[src/rtl/demux_1in5_if.sv]
// demux_1in5_if
// Bundles the producer-side word stream and the five consumer-side channels
// of the 1-to-5 demultiplexer so the block can be wired with one port.
// The slave modport is the demux itself, the master modport is whoever
// drives the producer inputs and the consumer ready lines.
interface demux_1in5_if #(
    parameter int WIDTH = 8,
    parameter int CNTW  = 8
);

    logic [WIDTH-1:0] i_dat;
    logic [2:0]       i_sel;
    logic             i_vld;
    logic             o_rdy;
    logic [WIDTH-1:0] o_dat0;
    logic [WIDTH-1:0] o_dat1;
    logic [WIDTH-1:0] o_dat2;
    logic [WIDTH-1:0] o_dat3;
    logic [WIDTH-1:0] o_dat4;
    logic [4:0]       o_vld;
    logic [4:0]       i_rdy;
    logic             o_err;
    logic [CNTW-1:0]  o_drop_cnt;

    modport slave (
        input  i_dat, i_sel, i_vld, i_rdy,
        output o_rdy, o_dat0, o_dat1, o_dat2, o_dat3, o_dat4,
               o_vld, o_err, o_drop_cnt
    );

    modport master (
        output i_dat, i_sel, i_vld, i_rdy,
        input  o_rdy, o_dat0, o_dat1, o_dat2, o_dat3, o_dat4,
               o_vld, o_err, o_drop_cnt
    );

endinterface

[src/rtl/demux_1in5.sv]
// demux_1in5
// Registered 1-to-5 demultiplexer. Each input word is steered by its select
// field into a one-entry holding register on one of five channels; every
// channel has its own valid/ready handshake so a stalled consumer only
// blocks words headed for that channel. Words whose select is 5..7 are
// always consumed, dropped, flagged with a one-cycle error pulse and
// counted in a saturating counter.
module demux_1in5 #(
    parameter int WIDTH = 8,
    parameter int CNTW  = 8
) (
    input  logic          i_clk,
    input  logic          i_rst,
    demux_1in5_if.slave   bus
);

    logic [WIDTH-1:0] dat_q [5];
    logic [WIDTH-1:0] dat_d [5];
    logic [4:0]       vld_q;
    logic [4:0]       vld_d;
    logic             err_q;
    logic             err_d;
    logic [CNTW-1:0]  dropCnt_q;
    logic [CNTW-1:0]  dropCnt_d;

    logic [4:0]       chanFree;
    logic [7:0]       freeBySel;
    logic             selValid;
    logic             inRdy;
    logic             accept;
    logic             loadValid;
    logic             dropEvent;
    logic [4:0]       loadVec;

    // Readiness toward the producer: a channel can take a word when it is
    // empty or its consumer is draining it this cycle. Selects 5..7 map to
    // constant ones so invalid words are never stalled; i_vld is not used.
    always_comb begin
        chanFree  = ~vld_q | bus.i_rdy;
        freeBySel = {3'b111, chanFree};
        selValid  = (bus.i_sel <= 3'd4);
        inRdy     = freeBySel[bus.i_sel];
        accept    = bus.i_vld & inRdy;
        loadValid = accept & selValid;
        dropEvent = accept & ~selValid;
    end

    // Next-state for the five holding registers: a load wins over a drain,
    // which keeps a channel at one word per cycle with an always-ready
    // consumer; a drain alone clears valid but leaves the data untouched.
    always_comb begin
        loadVec = '0;
        vld_d   = vld_q;
        for (int k = 0; k < 5; k++) begin
            loadVec[k] = loadValid && (bus.i_sel == 3'(k));
            vld_d[k]   = loadVec[k] | (vld_q[k] & ~bus.i_rdy[k]);
            dat_d[k]   = loadVec[k] ? bus.i_dat : dat_q[k];
        end
    end

    // Next-state for the drop bookkeeping: the error pulse lasts exactly
    // the cycle after each dropped word and the counter sticks at all-ones.
    always_comb begin
        err_d     = dropEvent;
        dropCnt_d = dropCnt_q;
        if (dropEvent && (dropCnt_q != '1)) begin
            dropCnt_d = dropCnt_q + CNTW'(1);
        end
    end

    // State registers; reset discards any held words and clears the counter,
    // and words presented during reset are ignored.
    always_ff @(posedge i_clk) begin
        if (i_rst) begin
            for (int k = 0; k < 5; k++) begin
                dat_q[k] <= '0;
            end
            vld_q     <= '0;
            err_q     <= 1'b0;
            dropCnt_q <= '0;
        end else begin
            for (int k = 0; k < 5; k++) begin
                dat_q[k] <= dat_d[k];
            end
            vld_q     <= vld_d;
            err_q     <= err_d;
            dropCnt_q <= dropCnt_d;
        end
    end

    assign bus.o_rdy      = inRdy;
    assign bus.o_dat0     = dat_q[0];
    assign bus.o_dat1     = dat_q[1];
    assign bus.o_dat2     = dat_q[2];
    assign bus.o_dat3     = dat_q[3];
    assign bus.o_dat4     = dat_q[4];
    assign bus.o_vld      = vld_q;
    assign bus.o_err      = err_q;
    assign bus.o_drop_cnt = dropCnt_q;

endmodule

[src/flat_wrapper.sv]
// flat-port wrapper written by rule: the top's interface ports become plain ports
module demux_1in5_flat 
#(
    parameter int WIDTH = 8,
    parameter int CNTW  = 8
)
  (i_clk, i_rst, bus_i_dat, bus_i_sel, bus_i_vld, bus_i_rdy, bus_o_rdy, bus_o_dat0, bus_o_dat1, bus_o_dat2, bus_o_dat3, bus_o_dat4, bus_o_vld, bus_o_err, bus_o_drop_cnt);
  demux_1in5_if #(.WIDTH(WIDTH), .CNTW(CNTW)) bus_i ();
  input  logic i_clk;
  input  logic i_rst;
  input wire logic [$bits(bus_i.i_dat)-1:0] bus_i_dat;
  input wire logic [$bits(bus_i.i_sel)-1:0] bus_i_sel;
  input wire logic [$bits(bus_i.i_vld)-1:0] bus_i_vld;
  input wire logic [$bits(bus_i.i_rdy)-1:0] bus_i_rdy;
  output wire logic [$bits(bus_i.o_rdy)-1:0] bus_o_rdy;
  output wire logic [$bits(bus_i.o_dat0)-1:0] bus_o_dat0;
  output wire logic [$bits(bus_i.o_dat1)-1:0] bus_o_dat1;
  output wire logic [$bits(bus_i.o_dat2)-1:0] bus_o_dat2;
  output wire logic [$bits(bus_i.o_dat3)-1:0] bus_o_dat3;
  output wire logic [$bits(bus_i.o_dat4)-1:0] bus_o_dat4;
  output wire logic [$bits(bus_i.o_vld)-1:0] bus_o_vld;
  output wire logic [$bits(bus_i.o_err)-1:0] bus_o_err;
  output wire logic [$bits(bus_i.o_drop_cnt)-1:0] bus_o_drop_cnt;
  assign bus_i.i_dat = bus_i_dat;
  assign bus_i.i_sel = bus_i_sel;
  assign bus_i.i_vld = bus_i_vld;
  assign bus_i.i_rdy = bus_i_rdy;
  assign bus_o_rdy = bus_i.o_rdy;
  assign bus_o_dat0 = bus_i.o_dat0;
  assign bus_o_dat1 = bus_i.o_dat1;
  assign bus_o_dat2 = bus_i.o_dat2;
  assign bus_o_dat3 = bus_i.o_dat3;
  assign bus_o_dat4 = bus_i.o_dat4;
  assign bus_o_vld = bus_i.o_vld;
  assign bus_o_err = bus_i.o_err;
  assign bus_o_drop_cnt = bus_i.o_drop_cnt;
  demux_1in5 #(.WIDTH(WIDTH), .CNTW(CNTW)) u_core (.i_clk(i_clk), .i_rst(i_rst), .bus(bus_i));
endmodule
[config.mk]
export PLATFORM = sky130hd
export DESIGN_NAME = demux_1in5_flat
export DESIGN_NICKNAME = d
export VERILOG_FILES = /design/src/rtl/demux_1in5_if.sv /design/src/rtl/demux_1in5.sv /design/src/flat_wrapper.sv
export SDC_FILE = /design/constraint.sdc
export NUM_CORES = 1
export LEC_CHECK = 0
export ABC_CLOCK_PERIOD_IN_PS = 3650
export BUFFER_PORTS_ARGS = -buffer_cell sky130_fd_sc_hd__buf_4
export CAP_MARGIN = 10
export CORE_MARGIN = 3
export CORE_UTILIZATION = 53
export DETAILED_ROUTE_END_ITERATION = 16
export HOLD_SLACK_MARGIN = 0.06
export MAX_ROUTING_LAYER = met4
export PLACE_DENSITY = 0.86
export REMOVE_ABC_BUFFERS = 1
export SLEW_MARGIN = 20
export SYNTH_ARGS = -nofsm -noshare
export SYNTH_HDL_FRONTEND = slang
export SYNTH_SLANG_ARGS = --single-unit
[constraint.sdc]
create_clock -name i_clk -period 3.65 [get_ports i_clk]
set_clock_uncertainty 0.15 [all_clocks]
set_input_delay 0.5475 -clock i_clk [delete_from_list [all_inputs] [get_ports i_clk]]
set_output_delay 0.5475 -clock i_clk [all_outputs]
set_load 0.05 [all_outputs]
==> flow_summary.yaml, run 1 <==
die:
  std_cell_rows: 22
  die_x_um: 69.09
  ioPinCount: 74
  initial_core_util_pct: 56.35
  core_area_um2: 3744
  die_area_um2: 4773
  die_h_um: 69.09
clock_tree:
  clk_path_buf_depth: 2
  cts_tree: "done"
  cts_setup_buffers: 0
  cts_made_buffers: 5
  cts.clk_slew.worst_paths_ns: 0.09
  cts-root-buf: "clkbuf_8"
  cts_sinks: 54
  cts_resized: 0
  h-tree-depth: 2
  ctsHoldBuffers: 0
  clk-insertion-delay-late_ns: 0.31
global_route:
  grt_pass1_wl_um: 7224
  gr-usage-met1_pct: 24.77
  grt-busiest-layer: "met2"
  use_met2_pct: 28.39
  grt_usage_pct: 19.62
  gr-usage-met3_pct: 8.163
  overflow: 0
  grt_max_degree: 55
  grt_pass1_vias: 1494
  antenna_found_initial: 0
synthesis:
  yosys.area.top_type: "dfxtp_1"
  syn_area_um2: 2110
  ys.flop_type: "dfxtp_1"
  syn_inst: 208
  yosys.cell_count.top_type: "dfxtp_1"
  synth-seq-cells: 54
  synthTopCellsByArea: "dfxtp_1 (51%), mux2i_1 (20%), nor2_1 (9.3%)"
  yosysWarnings: 0
  synth_commonest_cells: "dfxtp_1 (54), nor2_1 (52), mux2i_1 (43)"
  async_flop_share_pct: 0
  synthSimpleGateAreaFrac_pct: 16.79
  muxShareOfSynthArea_pct: 20.40
  synth_xor_area_share_pct: 2.076
  synth-compound-area-share_pct: 5.694
  syn_avg_cell_area_um2: 10.14
  synth_cell_types: 33
  ys_seq_area_share_pct: 51.25
  synth_top_family_by_area: "multiplexers"
  synthAdderAreaFrac_pct: 0.5931
  synth.top_cell.area_share_pct: 51.25
  synth_edf_count: 0
final_layout:
  seqCellArea_um2: 1081
  design_area_um2: 2753
  num-fill-cells: 300
  drive_above_1_share_pct: 30.69
  multi_input_area_um2: 960.9
  area_growth_pct: 30.49
  n_antenna_cell: 0
  nets: 296
placement:
  routabilityCongestion: 0.9122
  numPortBuffers: 73
  dpl.hpwl_um: 3205
  postPlaceCellArea_um2: 2658
power_and_ir_drop:
  power_density_nw_per_um2: 394.5
  total_power_mw: 1.086
  power_leakage_nw: 1.360
  seqPwrFrac_pct: 56.0
  clockPowerShare_pct: 31.4
  p_comb_share_pct: 12.6
  peakVddDrop_uv: 352.5
  switchingPower_uw: 283.8
  p_int_uw: 802.1
  swShare_pct: 26.14
setup_path:
  cp_max_fo: 3
  reg2reg_to: "u_core.dat_q[0][39]"
  crit_path_start: "u_core.bus.o_vld[2]"
  rr_startpoint: "u_core.bus.o_vld[4]"
  startpoint_type: "register"
  critPathKind: "register to output port"
  r2r_cells: 4
  arrival_ns: 1.41
  critPathRequiredTime_ns: 2.95
  cp-end-kind: "output port"
  regToRegSetupSlack_ns: 1.89
routing:
  vias: 1673
  vias_per_cell: 5.148
  drtAntennaViolNets: 0
  post_drt_wl_per_cell_um: 14.32
  dr.first_iter.drc_count: 63
  routed_wl_um: 4654
  drt_first_pass_iters: 6
  route.detailed.drc: 0
sta:
  fmax_mhz: 473.7
  tns_ns: 0
  hold_violations: 0
  hold-worst-slack_ns: 0.3542
  fin_crit_sh_pct: 57.84
  tightest_slew_ns: 0.7640
  rsz0062_at_grt: "false"
  slew_viol_final: 0
  slew_headroom_pct: 48.91
  min_period_ns: 2.111
  setup_viol: 0
min_path:
  holdPathEnd: "u_core.dat_q[0][33]"
  hold_depth: 3
  hold_start: "bus_i_dat[1]"
  hp-class: "input pin to register"
status:
  status: "complete, no violations"
job:
  maxCapViolCount: 0
## sequential cells by signal, indices dropped and copies added, names as in the netlist
signal / count
u_core.bus.o_err: 1
u_core.bus.o_vld: 5
u_core.bus.o_drop_cnt: 8
u_core.dat_q: 40
## worst max path at each step
stage                          endpoint  slack [ns]  cells past startpoint
CTS                           bus_o_rdy        1.52                      5
global route                  bus_o_rdy        1.39                      5
detailed placement  u_core.dat_q[0][15]        1.51                      5
global placement    u_core.dat_q[0][30]        1.54                      5
floorplan                     bus_o_rdy        0.97                      4
finish                        bus_o_rdy        1.54                      5
## layer usage
| layer | wire length (µm) | share of wire [%] |
|---|---|---|
| met4 | 65 | 1.4 |
| met2 | 2088 | 45 |
| met1 | 2109 | 45 |
| met3 | 391 | 8.4 |
| met5 | 0 | 0 |
## power by group through the flow
stage	clock network (mW)	registers [mW]	logic (mW)
5_1_grt	0.371	0.610	0.145
2_1_floorplan	0	0.664	0.0347
4_1_cts	0.349	0.608	0.138
3_5_place_dp	0	0.622	0.138
3_3_place_gp	0	0.622	0.137
6_report	0.340	0.608	0.137
## cells by family after synthesis
group	after synthesis
simple gates	75
mux	43
xor+xnor	5
compound gates	17
buf+inv	13
flops	54
fa+ha+maj	1
## cell usage in the layout (no fill, tap or decap), drive strengths merged, types with 4 or more instances in the layout
cell / n
xor2: 5
buf: 74
nor2b: 5
nor2: 52
dfxtp: 54
mux2i: 43
a21oi: 4
o211ai: 4
clkbuf: 6
## through the flow
step           setup WS (ns)  utilization [%]  cells
3_5_place_dp           1.509            70.99    317
5_1_grt                1.389            73.53    325
2_1_floorplan         0.9734                -    195
4_1_cts                1.522            73.53    325
6_report               1.539            73.53    325
3_3_place_gp           1.540            70.99    317
## critical path, cell delays in order, from the launching register on
cell and delay (ns):
dfxtp_1 0.34, nor2b_1 0.21, mux2i_1 0.10, o21ai_0 0.16, o21ai_0 0.10, buf_4 0.20
## area by class of cell
type                       count  share of cell area (%)
clock buffer                   6                   3.000
clock inverter                 2                  0.4545
multi-input combinational    141                   34.91
sequential                    54                   39.27
tap                           48                   2.182
timing repair buffer          74                   20.18
No activity file was read; power rests on OpenSTA's default activity.
==> run 2: changes to the inputs <==
Settings changed: ABC_CLOCK_PERIOD_IN_PS 3650 to 2000, CORE_UTILIZATION 53 to 49, PLACE_DENSITY 0.86 to 0.81.
Clock period 3.65 ns to 2 ns, I/O delays scaled along.
==> run 2 against run 1 <==
Against the previous run: via count up 3.2%; die area increased by 7.4%; setup slack worse by 1.4 ns; non-clock buffer count grew 7; wire length rose by 1.7%; register-to-register slack worse by 1.6 ns; first-iteration DRC count rose by 32%; largest cell class unchanged; design area increased by 2.4%; power is 85% higher.
==> flow_summary.yaml, run 2 (synthesized netlist as in run 1, its figures left out) <==
status:
  status: "complete, no violations"
final_layout:
  final_common_cell: "buf_4"
  layout_common_cells: "buf_4 (81), dfxtp_1 (54), nor2_1 (52)"
  drive_above_1_share_pct: 33.10
  largest_reg_flops: 40
  nets: 303
  utilization_pct: 68.95
  design_area_um2: 2818
  n_antenna_cell: 0
  largest_register: "u_core.dat_q"
  area_growth_pct: 33.57
  final_cells: 334
clock_tree:
  clk_path_buf_depth: 2
  cts_setup_buffers: 0
  cts-root-buf: "clkbuf_8"
  cts_made_buffers: 5
  clk-insertion-delay-late_ns: 0.31
  cts_tree: "done"
  cts_sinks: 54
  h-tree-depth: 2
  cts.clk_slew.worst_paths_ns: 0.10
die:
  die_area_um2: 5129
  die_h_um: 71.62
  core_area_um2: 4086
  initial_core_util_pct: 51.62
  die_x_um: 71.62
  ioPinCount: 74
  std_cell_rows: 23
power_and_ir_drop:
  switchingPower_uw: 533.3
  p_int_mw: 1.476
  clockPowerShare_pct: 31.9
  seqPwrFrac_pct: 55.2
  power_leakage_nw: 1.396
  power_density_nw_per_um2: 713.3
  swShare_pct: 26.54
  peakVddDrop_uv: 551.0
  total_power_mw: 2.010
  p_comb_share_pct: 12.8
setup_path:
  critical_path_buf_inv_count: 1
  path_delay_family: "flip-flops"
  startpoint_type: "register"
  rr_startpoint: "u_core.bus.o_drop_cnt[0]"
  crit_path_start: "u_core.bus.o_vld[0]"
  crit_chain: "nor2b_2, mux2i_1, o22ai_1, o21ai_0, buf_4"
  cp_max_fo: 3
  worst_path_max_delay_cell: "dfxtp_1"
  critPathKind: "register to output port"
  arrival_ns: 1.37
  cp-end-kind: "output port"
  critPathRequiredTime_ns: 1.55
  slowest_delay_ns: 0.32
  regToRegSetupSlack_ns: 0.28
  r2r_cells: 5
  reg2reg_to: "u_core.bus.o_drop_cnt[1]"
routing:
  drt_first_pass_iters: 4
  vias_per_cell: 5.168
  post_drt_wl_per_cell_um: 14.16
  dr.first_iter.drc_count: 83
  route.detailed.drc: 0
  routed_wl_um: 4731
  drtAntennaViolNets: 0
  vias: 1726
sta:
  hold_violations: 0
  rsz0062_at_grt: "false"
  tns_ns: 0
  min_period_ns: 1.819
  slew_viol_final: 0
  fin_crit_sh_pct: 90.94
  setup_viol: 0
  slew_headroom_pct: 75.02
  tightest_slew_ns: 0.3748
  fmax_mhz: 549.8
placement:
  postPlaceCellArea_um2: 2713
  numPortBuffers: 73
  dpl.hpwl_um: 3490
  placed_cells: 326
  routabilityCongestion: 0.7326
global_route:
  antenna_found_initial: 0
  grt_pass1_wl_um: 7928
  grt_pass1_vias: 1691
  grt_max_degree: 39
  grt_usage_pct: 20.16
  overflow: 0
min_path:
  hold_start: "bus_i_dat[7]"
  holdPathEnd: "u_core.dat_q[0][39]"
  hold_depth: 3
  hp-class: "input pin to register"
job:
  maxCapViolCount: 0
==> run 2: cell types whose count changed in the layout (fill, tap and decap cells not counted), sizes merged <==
cell	delta
clkinv	+1
clkinvlp	-1
buf	+7
==> run 2: metrics by stage <==
stage | worst slack, ns | hold WS (ns)
after floorplan | -0.4291 | 0.2191
after global placement | 0.3727 | 0.3241
after detailed placement | 0.3158 | 0.3355
after CTS | 0.07437 | 0.1008
after global routing | 0.02772 | 0.1155
final | 0.1812 | 0.1066
==> run 2: power by group through the flow <==
| stage | Sequential [mW] | Combinational (mW) | Clock (mW) |
|---|---|---|---|
| 4_1_cts | 1.11 | 0.259 | 0.655 |
| 6_report | 1.11 | 0.258 | 0.642 |
| 5_1_grt | 1.11 | 0.277 | 0.689 |
| 2_1_floorplan | 1.21 | 0.0633 | 0 |
| 3_3_place_gp | 1.13 | 0.256 | 0 |
| 3_5_place_dp | 1.14 | 0.259 | 0 |
==> run 2: cell type report <==
| class | count | area [µm²] |
|---|---|---|
| clock inverters | 2 | 17.52 |
| multi-input cells | 141 | 965.9 |
| repair buffers | 81 | 608.1 |
| clock buffers | 6 | 82.58 |
| fillers | 353 | 1269 |
| flip-flops and latches | 54 | 1081 |
| well taps | 50 | 62.56 |
==> run 2: worst max path at each step <==
stage	end	slack, ns	cells past startpoint
global placement	bus_o_rdy	0.37	6
detailed placement	u_core.bus.o_drop_cnt[1]	0.32	5
finish	bus_o_rdy	0.18	5
global route	bus_o_rdy	0.03	5
CTS	bus_o_rdy	0.07	5
floorplan	bus_o_rdy	-0.43	4
==> run 2: timing repair <==
action                     4_1_cts  5_1_grt
setup endpoints to repair        0        1
gates resized for setup          0        2
hold buffers                     0        0
==> run 2: worst reg2reg max path, stage by stage (launching register included) <==
cell     delay [ns]
dfxtp_1        0.39
ha_1           0.24
nand3_1        0.20
o21ai_1        0.34
mux2i_1        0.24
nor2_1         0.05
==> run 2: layer usage <==
metal  wire length [µm]  global-route usage (%)
met2               2180                   30.00
met5                  0                       -
met3                354                   6.452
met1               2159                   27.00
met4                 36                   4.384
==> run 3: changes to the inputs <==
Settings changed: GPL_TIMING_DRIVEN from default to 0.
==> run 3 against run 2 <==
Against the previous run: critical path depth fell by 1; cell count fell by 2.7%; die area did not move; flip-flop and latch count did not move; largest power group unchanged; setup slack got worse by 0.0092 ns; non-clock buffer count fell by 8; clock power fell by 9.2%; worst hold slack barely moved; design area fell by 2.2%.
==> flow_summary.yaml, run 3 (synthesized netlist as in run 1, its figures left out) <==
die:
  core_area_um2: 4086
  die_h_um: 71.62
  die_x_um: 71.62
  initial_core_util_pct: 51.62
  die_area_um2: 5129
  std_cell_rows: 23
  ioPinCount: 74
global_route:
  grt-busiest-layer: "met2"
  use_met2_pct: 29.39
  antenna_found_initial: 0
  grt_max_degree: 55
  grt_usage_pct: 19.29
  gr-usage-met3_pct: 6.592
  gr-usage-met1_pct: 24.62
  overflow: 0
  grt_pass1_vias: 1574
  grt_pass1_wl_um: 7534
final_layout:
  final_common_cell: "buf_4"
  num-fill-cells: 355
  final_cells: 325
  nets: 295
  layout_common_cells: "buf_4 (73), dfxtp_1 (54), nor2_1 (52)"
  largest_reg_flops: 40
  largest_register: "u_core.dat_q"
  area_growth_pct: 30.60
  n_antenna_cell: 0
  drive_above_1_share_pct: 30.91
  seqCellArea_um2: 1081
  multi_input_area_um2: 979.7
sta:
  min_period_ns: 1.828
  fmax_mhz: 547.0
  tns_ns: 0
  rsz0062_at_grt: "false"
  setup_viol: 0
  hold_violations: 0
  tightest_slew_ns: 0.8634
  slew_viol_final: 0
  fin_crit_sh_pct: 91.40
  slew_headroom_pct: 42.20
clock_tree:
  cts-root-buf: "clkbuf_8"
  cts_made_buffers: 5
  cts_sinks: 54
  ctsHoldBuffers: 0
  clk-insertion-delay-late_ns: 0.31
  h-tree-depth: 2
  cts.clk_slew.worst_paths_ns: 0.10
  cts_tree: "done"
  clk_path_buf_depth: 2
  cts_setup_buffers: 0
routing:
  route.detailed.drc: 0
  routed_wl_um: 4730
  vias_per_cell: 5.126
  vias: 1666
  drtAntennaViolNets: 0
  drt_first_pass_iters: 4
  dr.first_iter.drc_count: 114
  post_drt_wl_per_cell_um: 14.55
setup_path:
  crit_chain: "nor2b_4, nor4b_4, mux2i_1, nor2_1"
  critPathRequiredTime_ns: 2.02
  critPathKind: "register to register"
  cp-end-kind: "register"
  slowest_delay_ns: 0.73
  arrival_ns: 1.85
  worst_path_max_delay_cell: "nor4b_4"
  critical_path_buf_inv_count: 0
  cp_max_fo: 9
  path_delay_family: "simple AND/OR/NAND/NOR gates"
  startpoint_type: "register"
power_and_ir_drop:
  power_density_nw_per_um2: 706.6
  peakVddDrop_uv: 596.2
  power_leakage_nw: 1.346
  total_power_mw: 1.947
job:
  maxCapViolCount: 0
placement:
  routabilityCongestion: 0.7726
  placed_cells: 318
  numPortBuffers: 73
  dpl.hpwl_um: 3320
status:
  status: "complete, no violations"
min_path:
  hp-class: "input pin to register"
run 3: cell types whose count changed in the layout (fill, tap and decap cells not counted):
cell | previous run | this run
buf_4 | 81 | 73
clkbuf_8 | 6 | 5
clkinv_4 | 2 | 0
clkinvlp_4 | 0 | 2
nor2b_2 | 3 | 2
nor2b_4 | 0 | 1
nor4b_2 | 1 | 0
nor4b_4 | 0 | 1
run 3: through the flow:
| stage | setup WS, ns | area, µm² | hold WS [ns] | util [%] |
|---|---|---|---|---|
| floorplan | -0.4291 | 2042 | 0.2191 | - |
| global placement | -0.3090 | 2653 | 0.3239 | 64.91 |
| detailed placement | -0.01056 | 2661 | 0.3388 | 65.13 |
| CTS | 0.1162 | 2748 | 0.1008 | 67.24 |
| global route | 0.04230 | 2755 | 0.1142 | 67.42 |
| finish | 0.1720 | 2755 | 0.1063 | 67.42 |
run 3: timing repair:
item,CTS,global route
pin swaps,0,0
gates resized for setup,1,2
setup endpoints to repair,1,1
run 3: path summary, 6_finish.rpt:
check                                         start                  end  slack, ns  depth (start not counted)
worst min-delay path                   bus_i_dat[0]  u_core.dat_q[0][32]       0.11                          3
worst max register to register  u_core.bus.o_vld[0]   u_core.dat_q[0][1]       0.17                          4
worst min register to register  u_core.dat_q[0][24]  u_core.dat_q[0][24]       0.36                          2
worst max-delay path            u_core.bus.o_vld[0]   u_core.dat_q[0][1]       0.17                          4
run 3: where the power goes:
group | switching [mW] | internal, mW | total (mW)
registers | 0.0130 | 1.10 | 1.11
clock network | 0.344 | 0.240 | 0.583
logic | 0.165 | 0.0890 | 0.254
total | 0.521 | 1.43 | 1.95
run 3: final cells by class:
type,count,area share [%]
Clock buffer,5,2.498
Clock inverter,2,0.5450
Multi-Input combinational cell,141,35.56
Sequential cell,54,39.24
Tap cell,50,2.271
Timing Repair Buffer,73,19.89
run 3: worst register-to-register path, delay by kind of cell (launching register included):
family        cells  cell delay (ns)
flops             1             0.33
mux               1             0.29
simple gates      3             0.93
run 3: layer usage:
| metal | up-vias | routed length, µm | part of all wire, % |
|---|---|---|---|
| li1 | 839 | - | - |
| met1 | 770 | 2158 | 46 |
| met2 | 51 | 2194 | 46 |
| met3 | 6 | 323 | 6.8 |
| met4 | 0 | 54 | 1.1 |
| met5 | - | 0 | 0 |
